$ cat src/rtl/seq_detector_param_pkg.sv
// Shared helpers for the serial pattern detector and its match counter.
// Pure elaboration-time functions; no logic, no latency, no flow control.
package seq_detector_param_pkg;

  // Ceiling log2, minimum 1, used to size the history fill counter.
  function automatic int clog2(input int value);
    int result;
    int rem;
    result = 0;
    rem    = value - 1;
    while (rem > 0) begin
      result = result + 1;
      rem    = rem >> 1;
    end
    if (result < 1) result = 1;
    return result;
  endfunction

  // Largest value an unsigned counter of the given width can hold.
  function automatic longint unsigned cnt_max(input int width);
    return (longint'(1) << width) - 1;
  endfunction

endpackage

$ cat src/rtl/sat_counter.sv
// Saturating up-counter with synchronous clear that wins over increment.
// Updates one cycle after inc/clr; no backpressure, holds at all-ones.
module sat_counter #(
  parameter int W = 8
) (
  input  logic         clk,
  input  logic         rst,
  input  logic         clr,
  input  logic         inc,
  output logic [W-1:0] q
);

  localparam logic [W-1:0] CNT_MAX = '1;

  logic [W-1:0] cnt_q;
  logic [W-1:0] cnt_d;

  always_comb begin
    cnt_d = cnt_q;
    if (clr) begin
      cnt_d = '0;
    end else if (inc && (cnt_q != CNT_MAX)) begin
      cnt_d = cnt_q + 1'b1;
    end
  end

  always_ff @(posedge clk or posedge rst) begin
    if (rst) begin
      cnt_q <= '0;
    end else begin
      cnt_q <= cnt_d;
    end
  end

  assign q = cnt_q;

endmodule

$ cat src/rtl/seq_detector_param.sv
// Serial PATTERN detector: combinational Mealy out, registered out_q, saturating count.
// out is zero-latency; out_q/match_cnt follow one cycle later; valid=0 freezes state.
module seq_detector_param
  import seq_detector_param_pkg::*;
#(
  parameter int               PAT_W   = 4,
  parameter logic [PAT_W-1:0] PATTERN = 4'b1001,
  parameter bit               OVERLAP = 1'b1,
  parameter int               CNT_W   = 8
) (
  input  logic             clk,
  input  logic             rst,
  input  logic             data,
  input  logic             valid,
  input  logic             cnt_clr,
  output logic             out,
  output logic             out_q,
  output logic [CNT_W-1:0] match_cnt
);

  localparam int               FILL_W    = clog2(PAT_W);
  localparam logic [FILL_W-1:0] FILL_FULL = FILL_W'(PAT_W - 1);

  logic [PAT_W-2:0]  hist_q;
  logic [PAT_W-2:0]  hist_d;
  logic [FILL_W-1:0] fill_q;
  logic [FILL_W-1:0] fill_d;
  logic [PAT_W-1:0]  window;

  // Oldest history bit lands in the MSB, matching PATTERN's first-received bit.
  assign window = {hist_q, data};

  always_comb begin
    hist_d = hist_q;
    fill_d = fill_q;
    out    = valid && (fill_q == FILL_FULL) && (window == PATTERN);
    if (valid) begin
      hist_d = window[PAT_W-2:0];
      if (fill_q != FILL_FULL) begin
        fill_d = fill_q + 1'b1;
      end
      // Emptying the fill count is enough to stop matched bits being reused.
      if (out && !OVERLAP) begin
        fill_d = '0;
      end
    end
  end

  always_ff @(posedge clk or posedge rst) begin
    if (rst) begin
      hist_q <= '0;
      fill_q <= '0;
      out_q  <= 1'b0;
    end else begin
      hist_q <= hist_d;
      fill_q <= fill_d;
      out_q  <= out;
    end
  end

  sat_counter #(
    .W (CNT_W)
  ) u_match_cnt (
    .clk (clk),
    .rst (rst),
    .clr (cnt_clr),
    .inc (out),
    .q   (match_cnt)
  );

endmodule

$ cat config.mk
export PLATFORM = sky130hd
export DESIGN_NAME = seq_detector_param
export DESIGN_NICKNAME = d
export VERILOG_FILES = /design/src/rtl/seq_detector_param_pkg.sv /design/src/rtl/sat_counter.sv /design/src/rtl/seq_detector_param.sv
export SDC_FILE = /design/constraint.sdc
export NUM_CORES = 1
export LEC_CHECK = 0
export ABC_AREA = 1
export CAP_MARGIN = 25
export CORE_UTILIZATION = 43
export CTS_BUF_LIST = sky130_fd_sc_hd__clkbuf_4 sky130_fd_sc_hd__clkbuf_8
export DETAILED_ROUTE_END_ITERATION = 7
export MAX_ROUTING_LAYER = met4
export PLACE_DENSITY = 0.67
export SLEW_MARGIN = 5
export SYNTH_ARGS = -nofsm -noshare
export SYNTH_HDL_FRONTEND = slang
export SYNTH_HIERARCHICAL = 1
export SYNTH_SLANG_ARGS = --single-unit
$ cat constraint.sdc
create_clock -name clk -period 1.7 [get_ports clk]
set_input_delay 0.51 -clock clk [delete_from_list [all_inputs] [get_ports clk]]
set_output_delay 0.51 -clock clk [all_outputs]
set_load 0.01 [all_outputs]
==> report_table.html <==
<table>
<tr><th>Metric</th><th>Value</th></tr>
<tr><th colspan="2">Global routing</th></tr>
<tr><td>Number of global-route vias before repair</td><td>672</td></tr>
<tr><td>Initial antenna violation count</td><td>0</td></tr>
<tr><td>GRT Residual Overflow</td><td>0</td></tr>
<tr><td>Pin count of the biggest net entering global routing</td><td>9</td></tr>
<tr><td>GRT Resource Usage Total</td><td>19.43%</td></tr>
<tr><td>First-pass GRT wire length</td><td>2670 um</td></tr>
<tr><th colspan="2">Place</th></tr>
<tr><td>Dpl cells</td><td>146</td></tr>
<tr><td>Port buffer count</td><td>14</td></tr>
<tr><td>Final weighted congestion in routability-driven placement</td><td>0.7785</td></tr>
<tr><td>Post-place instance area</td><td>994.7 um^2</td></tr>
<tr><td>Half-perimeter wire length after detailed placement</td><td>1095 um</td></tr>
<tr><th colspan="2">Critical path</th></tr>
<tr><td>Endpoint class of the critical path</td><td>output pin</td></tr>
<tr><td>Data arrival time at the worst-slack endpoint</td><td>1.15 ns</td></tr>
<tr><td>Critical Path, Cell by Cell</td><td>dlygate4sd2_1, nand2_1, inv_1, nand2_1, nor2_2, buf_2</td></tr>
<tr><td>Highest cell delay on the worst timing path</td><td>0.21 ns</td></tr>
<tr><td>Type of the worst setup path</td><td>input pin to output pin</td></tr>
<tr><td>CP required</td><td>1.19 ns</td></tr>
<tr><td>Max FO, Critical Path</td><td>2</td></tr>
<tr><td>Critical Path Start Type</td><td>input pin</td></tr>
<tr><td>Slowest library cell on the worst path</td><td>sky130_fd_sc_hd__dlygate4sd2_1</td></tr>
<tr><td>Cell with the most instances on the worst path</td><td>sky130_fd_sc_hd__nand2_1</td></tr>
<tr><th colspan="2">Synthesis</th></tr>
<tr><td>Yosys synthesis warning count</td><td>6</td></tr>
<tr><td>Compound-gate portion of the synthesized area</td><td>3.890%</td></tr>
<tr><td>Part of the Yosys area used for sequential elements</td><td>45.38%</td></tr>
<tr><td>Synth Area in XOR/XNOR</td><td>4.538%</td></tr>
<tr><td>Synthesized Nets</td><td>108</td></tr>
<tr><td>Simple-Gate Fraction of Synth Area</td><td>33.55%</td></tr>
<tr><td>Largest family of logic cells by synthesized area</td><td>simple AND/OR/NAND/NOR gates</td></tr>
<tr><td>Number of distinct library cells after synthesis</td><td>18</td></tr>
<tr><td>Synthesis-stage register bit count</td><td>14</td></tr>
<tr><td>Instance count of the mapped netlist</td><td>101</td></tr>
<tr><td>Mux contribution to synthesized area</td><td>0%</td></tr>
<tr><td>Synthesized-area fraction occupied by adder cells</td><td>3.241%</td></tr>
<tr><td>Avg Synthesized Cell Area</td><td>7.643 um^2</td></tr>
<tr><td>Mapped cell area</td><td>772.0 um^2</td></tr>
<tr><th colspan="2">Timing</th></tr>
<tr><td>Final TNS setup</td><td>0 ns</td></tr>
<tr><td>Total setup violations reported at the end of the flow</td><td>0</td></tr>
<tr><td>Post-layout minimum cycle time</td><td>1.661 ns</td></tr>
<tr><td>Setup clock skew after layout</td><td>0.002023 ns</td></tr>
<tr><td>Achievable clock frequency</td><td>601.9 MHz</td></tr>
<tr><td>Part of the cycle the worst path needs</td><td>97.73%</td></tr>
<tr><td>Unrepaired setup endpoints after global routing</td><td>true</td></tr>
<tr><td>Max Transition Viols Final</td><td>0</td></tr>
<tr><td>Tightest slew margin relative to the limit</td><td>78.32%</td></tr>
<tr><td>Count of final hold-check violations</td><td>0</td></tr>
<tr><td>Worst Max-Slew Pin Slew</td><td>0.3248 ns</td></tr>
<tr><th colspan="2">Clocking</th></tr>
<tr><td>Root buffer selected by CTS</td><td>sky130_fd_sc_hd__clkbuf_4</td></tr>
<tr><td>Clock slew at the register clock pins of the worst setup and hold paths</td><td>0.08 ns</td></tr>
<tr><td>CTS tree</td><td>built</td></tr>
<tr><td>Maximum root-to-sink buffer count</td><td>2</td></tr>
<tr><td>TritonCTS Buffers</td><td>3</td></tr>
<tr><td>Number of sinks on the clock net</td><td>14</td></tr>
<tr><td>CTS H-Tree Depth</td><td>1</td></tr>
<tr><td>Skew-Pair Late Insertion Delay</td><td>0.27 ns</td></tr>
<tr><th colspan="2">Power</th></tr>
<tr><td>Pleak</td><td>0.6882 nW</td></tr>
<tr><td>Worst vdd ir</td><td>0.0005272 V</td></tr>
<tr><td>Areal power density over the cells</td><td>730.7 nW/um^2</td></tr>
<tr><th colspan="2">Route</th></tr>
<tr><td>Post-route DRC</td><td>0</td></tr>
<tr><td>Detailed router's first-iteration violation count</td><td>19</td></tr>
<tr><td>Vias</td><td>700</td></tr>
<tr><td>Drt first pass iters</td><td>4</td></tr>
<tr><td>Post-Route WL</td><td>1484 um</td></tr>
<tr><td>Wire per inst</td><td>9.333 um</td></tr>
<tr><td>Remaining number of nets flagged by the antenna check after routing</td><td>0</td></tr>
<tr><td>Vias/cell</td><td>4.403</td></tr>
<tr><th colspan="2">Run</th></tr>
<tr><td>Max-cap check violation count</td><td>0</td></tr>
<tr><th colspan="2">Floorplan</th></tr>
<tr><td>IO Count</td><td>15</td></tr>
<tr><td>Floorplan die width</td><td>44.37 um</td></tr>
<tr><td>Die outline area</td><td>1969 um^2</td></tr>
<tr><td>Vertical die dimension</td><td>44.37 um</td></tr>
<tr><td>Core Box Area</td><td>1594 um^2</td></tr>
<tr><td>Starting density of the core</td><td>48.43%</td></tr>
<tr><td>Row Count</td><td>14</td></tr>
<tr><th colspan="2">Final layout</th></tr>
<tr><td>Post-layout util</td><td>69.62%</td></tr>
<tr><td>Antenna diodes</td><td>0</td></tr>
<tr><td>Final cell count without fillers</td><td>159</td></tr>
<tr><td>Total non-filler cell area in the finished layout</td><td>1110 um^2</td></tr>
<tr><td>Share of post-route cells with drive strength above 1</td><td>25.19%</td></tr>
<tr><td>Fill count</td><td>145</td></tr>
<tr><td>Area Overhead vs Synth</td><td>43.76%</td></tr>
<tr><td>Net count reported at finish</td><td>143</td></tr>
<tr><th colspan="2">Worst hold path</th></tr>
<tr><td>Kind of path behind the tightest hold check</td><td>input pin to asynchronous set/reset pin</td></tr>
<tr><th colspan="2">Run status</th></tr>
<tr><td>Outcome</td><td>completed</td></tr>
</table>
cell type report:
class | count | area [um^2] | share of cell area, %
multi-input combinational | 69 | 357.8 | 32.24
sequential | 14 | 350.3 | 31.57
timing repair buffer | 30 | 262.8 | 23.68
inverter | 18 | 72.57 | 6.539
clock buffer | 4 | 36.28 | 3.269
tap | 24 | 30.03 | 2.706
worst paths after layout:
check	from	to	slack [ns]	depth (start not counted)
max in group asynchronous	rst	u_match_cnt/q[7]$_DFFE_PP0P_	0.95	2
hold reg to reg	hist_q[2]$_DFFE_PP0P_	hist_q[2]$_DFFE_PP0P_	0.51	2
setup reg to reg	fill_q[1]$_DFFE_PP0P_	u_match_cnt/q[5]$_DFFE_PP0P_	0.15	11
setup / recovery	valid	out	0.04	6
min in group clk	hist_q[2]$_DFFE_PP0P_	hist_q[2]$_DFFE_PP0P_	0.51	2
hold / removal	rst	fill_q[0]$_DFFE_PP0P_	0.48	2
repair_timing:
item / 4_1_cts / 5_1_grt
endpoints found under the hold margin: 0 / 0
pin swaps: 2 / 1
gates resized for setup: 8 / 8
hold buffers: 0 / 0
setup endpoints to repair: 8 / 13
buffers inserted: 7 / 2
Yosys cell counts:
cell / count / share of area, %
sky130_fd_sc_hd__o21ai_0: 1 / 0.65
sky130_fd_sc_hd__inv_1: 16 / 7.8
sky130_fd_sc_hd__nand2_4: 2 / 2.9
sky130_fd_sc_hd__xnor2_1: 1 / 1.1
sky130_fd_sc_hd__inv_2: 1 / 0.49
sky130_fd_sc_hd__nor2_2: 3 / 2.4
sky130_fd_sc_hd__nand2_1: 37 / 18
sky130_fd_sc_hd__nor2_1: 6 / 2.9
sky130_fd_sc_hd__ha_1: 2 / 3.2
sky130_fd_sc_hd__o21ai_1: 3 / 1.9
sky130_fd_sc_hd__a21oi_1: 2 / 1.3
sky130_fd_sc_hd__clkinv_4: 1 / 1.1
sky130_fd_sc_hd__nor2_4: 1 / 1.5
sky130_fd_sc_hd__nand3_1: 5 / 3.2
sky130_fd_sc_hd__dfrtp_1: 14 / 45
sky130_fd_sc_hd__nor3b_1: 1 / 0.97
sky130_fd_sc_hd__nand2_2: 2 / 1.6
sky130_fd_sc_hd__xor2_1: 3 / 3.4
cells in the final DEF, fill, tap and decap left out, types with 4 or more instances in the layout:
cell type,instances
sky130_fd_sc_hd__nand2_1,36
sky130_fd_sc_hd__dfrtp_1,14
sky130_fd_sc_hd__buf_4,16
sky130_fd_sc_hd__nor2_1,6
sky130_fd_sc_hd__inv_1,16
sky130_fd_sc_hd__nand3_1,5
sky130_fd_sc_hd__clkdlybuf4s50_1,4
sky130_fd_sc_hd__dlygate4sd2_1,4
sky130_fd_sc_hd__dlymetal6s2s_1,5
metrics by stage:
step	power, mW	hold slack, ns	worst slack (ns)
2_1_floorplan	0.4817	0.3010	0.3191
3_3_place_gp	0.5389	0.4685	-0.5880
3_5_place_dp	0.5508	0.4964	-0.6043
4_1_cts	0.7876	0.4752	0.002006
5_1_grt	0.8655	0.5208	-0.03396
6_report	0.8109	0.4800	0.03861
metal layers:
layer	track usage, %	up-vias	wire length, um
met5	-	-	0
met3	2.449	2	43
met4	9.091	0	15
met1	25.13	315	752
met2	30.29	10	672
li1	-	373	-
power by group:
group	switching, mW	internal [mW]
Sequential	0.0173	0.366
Clock	0.104	0.130
Combinational	0.0914	0.102
worst max-delay path: cells and delay by family:
| family | cells | cell delay, ns |
|---|---|---|
| AND/OR/NAND/NOR | 3 | 0.24 |
| buffers and inverters | 3 | 0.40 |
sequential cells by signal, summed over array words and instances (netlist names):
name / count
hist_q: 3
out_q: 1
u_match_cnt/q: 8
fill_q: 2
kinds of logic after synthesis:
logic type,count (synthesis)
AND/OR/NAND/NOR,57
adder cells (fa/ha/maj),2
buffers and inverters,18
AO/OA/AOI/OAI,6
flip-flops,14
XOR/XNOR,4
Note: power is estimated with default switching activity, not from simulation.
==> patch 1: new RTL, same settings <==
Set the parameter `PAT_W` to 6 (it was 4).
--- a/src/rtl/seq_detector_param.sv
+++ b/src/rtl/seq_detector_param.sv
@@ -3,7 +3,7 @@
 module seq_detector_param
   import seq_detector_param_pkg::*;
 #(
-  parameter int               PAT_W   = 4,
+  parameter int               PAT_W   = 6,
   parameter logic [PAT_W-1:0] PATTERN = 4'b1001,
   parameter bit               OVERLAP = 1'b1,
   parameter int               CNT_W   = 8
Behaviour: not the same (a bounded check fails within 4 cycles, from zero or initial values and one cycle with rst high).
==> patch 1 against the unedited design <==
  * The run now ends with negative setup slack left
  * Global-route usage fell by 0.55 points
  * Synthesized area grew 21%
  * Sequential share of layout area grew 2.2 points
  * Final area rose by 14%
  * Highest routed layer unchanged
  * Setup slack got worse by 0.19 ns
  * Sequential cell count rose by 3
  * Critical path depth rose by 1
  * Fmax fell by 10%
  * Wire length up 21%
  * Total power grew 22%
==> patch 1: results (changes against the unedited design) <==
Worst hold path:
- The kind of path behind the tightest hold check is input port to asynchronous set/reset pin.

GRT:
- The overall fraction of global-route tracks in use is 18.9% (-0.55 points).
- The via count of the first global-routing pass is 770 (+15%).
- The first-pass GRT wire length is 3260 um (+22%).
- The pin count of the biggest net entering global routing is 10 (+1).

Layout:
- The number of multi-input logic gates is 79 (+14%).
- The share of final layout cell area taken by non-clock buffers is 21.2% (-2.4 points).
- The fill cell instance count of the final layout came to 183 (+26%).
- The final-layout clock-cell area share is 2.38% (-0.89 points).
- The number of ordinary inverters in the final layout is 19 (+1).
- The sequential share of cell area was 33.7% (+2.2 points).
- The final net count is 160 (+12%).
- The non-clock buffer count in the final layout is 32 (+6.7%).
- The proportion of cell area occupied by multi-input gates is 33.5% (+1.3 points).

Power and ir drop:
- The static leakage was 0.744 nW (+8.1%).
- The switching power of the nets came to 0.000284 W (+33%).
- The worst ir drop on vdd came to 0.000529 V (+0.43%).
- The combinational gate power was 0.000272 W (+40%).
- The clock power share came to 23.5% (-5.4 points).

Logic synthesis:
- The post-synthesis sequential area ratio is 45.6% (+0.26 points).
- Ranked by total cell area, the synthesized netlist is headed by sky130_fd_sc_hd__dfrtp_1, sky130_fd_sc_hd__nand2_1, sky130_fd_sc_hd__inv_1.
- The number of nets in the synthesized netlist is 124 (+15%).

Place:
- The final estimated routing congestion in global placement was 0.758 (-2.6%).
- The post-detailed-placement half-perimeter wirelength is 1340 um (+22%).

STA:
- The number of setup violations in the final report is 1 (+1).
- The final critical-path setup slack is -0.148 ns (-0.186 ns).
- The pin slew with the least headroom to its limit is 0.347 ns (+0.0217 ns).
- The final sum of negative setup slack is -0.148 ns (-0.148 ns).

Clock network:
- The insertion delay of the later-clocked pin in the worst-skew pair was 0.29 ns (+0.02 ns).
- The number of resized instances in the post-cts repair step is 16 (+8).
- The clock transition at the registers of the reported paths is 0.10 ns (+0.02 ns).
- The sink count of the clock tree is 17 (+3).
- The number of buffers added for setup after CTS was 10 (+3).

Drt:
- The number of DRC markers after the initial detailed-route iteration came to 9 (-10).
- The number of vias per cell after detailed routing is 4.47 (+1.6%).
- The per-cell routed wire length came to 10.1 um (+7.9%).

Outcome:
- The flow ran to the end, but the final reports show violations.
- The checks that failed: negative setup slack.
==> patch 1: logic make-up after synthesis <==
kind of cell    share of synthesized area, %
compound gates                          4.29
xor+xnor                                3.76
fa+ha+maj                               4.03
buf+inv                                 9.93
flops                                   45.6
simple gates                            32.3
==> patch 1: metrics by stage <==
step                      instances  power [W]  worst slack (ns)  area (um2)  hold slack [ns]
after floorplan                 116   0.000625             0.164         932            0.326
after global placement          166   0.000713            -0.700        1170            0.473
after detailed placement        166   0.000725            -0.749        1170            0.482
after CTS                       179   0.000992            -0.191        1260            0.500
after global routing            178    0.00107            -0.238        1260            0.529
final                           178   0.000993            -0.148        1260            0.484
==> patch 1: routing by layer <==
| metal | vias up | routed length (um) | track usage [%] |
|---|---|---|---|
| li1 | 423 | - | - |
| met1 | 353 | 900 | 25.6 |
| met2 | 16 | 791 | 27.9 |
| met3 | 4 | 69 | 3.77 |
| met4 | 0 | 32 | 7.35 |
| met5 | - | 0 | - |
==> patch 1: worst paths after layout <==
check,startpoint,to,slack [ns],cells after the start
worst max-delay path,fill_q[1],out,-0.15,7
worst min register to register,hist_q[3],hist_q[4],0.50,2
max in group asynchronous,rst,fill_q[1],0.94,2
worst max register to register,fill_q[1],u_match_cnt/q[3],0.18,12
worst min-delay path,rst,u_match_cnt/q[2],0.48,2
min in group clk,hist_q[3],hist_q[4],0.50,2
==> patch 1: worst max-delay path: stages (launching register included) <==
cell and delay [ns]:
sky130_fd_sc_hd__dfrtp_1 0.39, sky130_fd_sc_hd__inv_1 0.06, sky130_fd_sc_hd__ha_2 0.17, sky130_fd_sc_hd__nand2_2 0.06
sky130_fd_sc_hd__inv_2 0.05, sky130_fd_sc_hd__nand3_2 0.07, sky130_fd_sc_hd__nor2_2 0.10, sky130_fd_sc_hd__buf_2 0.14
==> patch 2: new RTL, same flow settings <==
Without the edit above. Put a register stage on the output `match_cnt`, cleared by the reset. The value now appears one clock later. The other outputs are not delayed to match. Comments in the files are not updated.
--- a/src/rtl/seq_detector_param.sv
+++ b/src/rtl/seq_detector_param.sv
@@ -20,6 +20,8 @@
 
   localparam int               FILL_W    = clog2(PAT_W);
   localparam logic [FILL_W-1:0] FILL_FULL = FILL_W'(PAT_W - 1);
+
+  logic [CNT_W-1:0] match_cnt_d;
 
   logic [PAT_W-2:0]  hist_q;
   logic [PAT_W-2:0]  hist_d;
@@ -65,8 +67,16 @@
     .rst (rst),
     .clr (cnt_clr),
     .inc (out),
-    .q   (match_cnt)
+    .q   (match_cnt_d)
   );
+
+  always_ff @(posedge clk or posedge rst) begin
+    if (rst) begin
+      match_cnt <= '0;
+    end else begin
+      match_cnt <= match_cnt_d;
+    end
+  end
 
 endmodule
 
Check against the original RTL: not equivalent (a bounded check fails within 10 cycles, from zero or initial values and one cycle with rst high).
==> patch 2 against the unedited design <==
  * The flow now finishes with violations (negative setup slack)
  * Final cell count rose by 1.3%
  * Synthesized area rose by 26%
  * Global-route usage fell by 2.6 points
  * Wire length rose by 17%
  * Combinational power fell by 5%
  * Final area rose by 13%
  * Setup slack got worse by 0.055 ns
  * Sequential cell count rose by 8
  * Fmax fell by 3.2%
  * First-iteration DRC count fell by 26%
  * Clock power fell by 9.0%
  * Sequential power rose by 50%
  * Total power rose by 20%
  * Largest cell class is now registers
==> patch 2: results (changes against the unedited design) <==
Outcome:
- The run finished, with violations left.
- The checks that failed: negative setup slack.

Power and ir drop:
- The worst ir drop on vdd was 0.000555 V (+5.4%).
- The internal power consumption came to 0.000728 W (+22%).

Clock network:
- The insertion delay of the later-clocked pin in the worst-skew pair is 0.29 ns (+0.02 ns).

STA:
- The final sum of negative setup slack is -0.0161 ns (-0.0161 ns).
- The number of setup violations in the final report is 1 (+1).
- The final critical-path setup slack is -0.0161 ns (-0.0547 ns).
- The tightest hold margin was 0.444 ns (-0.0364 ns).
- The post-route clock skew is 0.00380 ns (+0.00178 ns).

Drt:
- The wire length the detailed router placed on met1 is 777 um (+3.3%).
- The count of vias placed by the detailed router is 720 (+2.9%).
- The number of vias per cell after detailed routing is 4.47 (+1.6%).
- The total routed wirelength is 1740 um (+17%).
- The routed length on met2 came to 902 um (+34%).

GRT:
- The first-pass GRT wire length is 3040 um (+14%).
- The via count of the first global-routing pass is 725 (+7.9%).

Worst hold path:
- The kind of path behind the tightest hold check is flip-flop to flip-flop.

Critical path:
- The stage delay of the slowest cell on the critical path is 0.37 ns (+0.16 ns).
- For this design, the slowest cell found on the critical path is sky130_fd_sc_hd__dfrtp_1.
- The endpoint of the lowest-slack register-to-register path is u_match_cnt/q[4].

Place:
- The total placed instance area is 1200 um2 (+21%).
- The post-placement setup slack is -0.571 ns (+0.0331 ns).

Logic synthesis:
- The commonest cells after synthesis are sky130_fd_sc_hd__nand2_1, sky130_fd_sc_hd__dfrtp_1, sky130_fd_sc_hd__inv_1.
- Yosys attributes the largest share of cell area to sky130_fd_sc_hd__dfrtp_1, sky130_fd_sc_hd__nand2_1, sky130_fd_sc_hd__inv_1.
- The post-synthesis sequential area ratio is 56.6% (+11 points).
- The number of nets in the synthesized netlist is 116 (+7.4%).
[patch 2: logic make-up after synthesis]
logic type                 Yosys count  share of synthesized area (%)
adders and majority gates            2                           2.57
xor gates and xnor gates             4                           3.60
AOI/OAI and AO/OA                    5                           2.57
buffers and inverters               17                           7.07
DFF                                 22                           56.6
and+or+nand+nor                     59                           27.6
[patch 2: per-stage QoR]
| step | utilization [%] | total power, W |
|---|---|---|
| 2_1_floorplan | - | 0.000684 |
| 3_3_place_gp | 58.8 | 0.000750 |
| 3_5_place_dp | 58.8 | 0.000767 |
| 4_1_cts | 60.1 | 0.000992 |
| 5_1_grt | 61.4 | 0.00104 |
| 6_report | 61.4 | 0.000974 |
[patch 2: worst max path at each step]
stage	startpoint	depth (start not counted)	slack (ns)	end
floorplan	fill_q[0]	10	0.13	u_match_cnt/q[7]
finish	fill_q[1]	6	-0.02	out
global route	fill_q[0]	6	-0.14	out
global placement	valid	4	-0.57	out
CTS	fill_q[0]	6	-0.08	out
detailed placement	valid	4	-0.57	out
[patch 2: area by class of cell]
type	instances	share of cell area [%]
tap	27	2.69
clock buffer	3	1.80
sequential	22	43.9
multi-input combinational	70	29.3
inverter	17	5.49
timing repair buffer	22	16.8
[patch 2: repair_timing]
item,4_1_cts,5_1_grt
resized for setup,8,11
setup buffers,1,1
setup endpoints to repair,1,10
endpoints found under the hold margin,0,0
pin swaps,2,3
[patch 2: critical path, delay by kind of cell, from the launching register on]
family | cells | cell delay [ns]
adder cells (fa/ha/maj) | 1 | 0.19
buffers and inverters | 2 | 0.19
AND/OR/NAND/NOR | 3 | 0.17
flip-flops | 1 | 0.37
[patch 2: power by group through the flow]
stage | clock, W | sequential (W) | combinational, W
floorplan | 0 | 0.000585 | 0.0000994
global placement | 0 | 0.000583 | 0.000168
detailed placement | 0 | 0.000585 | 0.000183
CTS | 0.000232 | 0.000575 | 0.000185
global route | 0.000245 | 0.000581 | 0.000214
finish | 0.000213 | 0.000575 | 0.000185
[patch 2: routing by layer]
layer	vias up	GRT usage, %
met5	-	-
met4	0	7.14
met3	2	1.85
met2	12	27.9
met1	328	20.7
li1	378	-
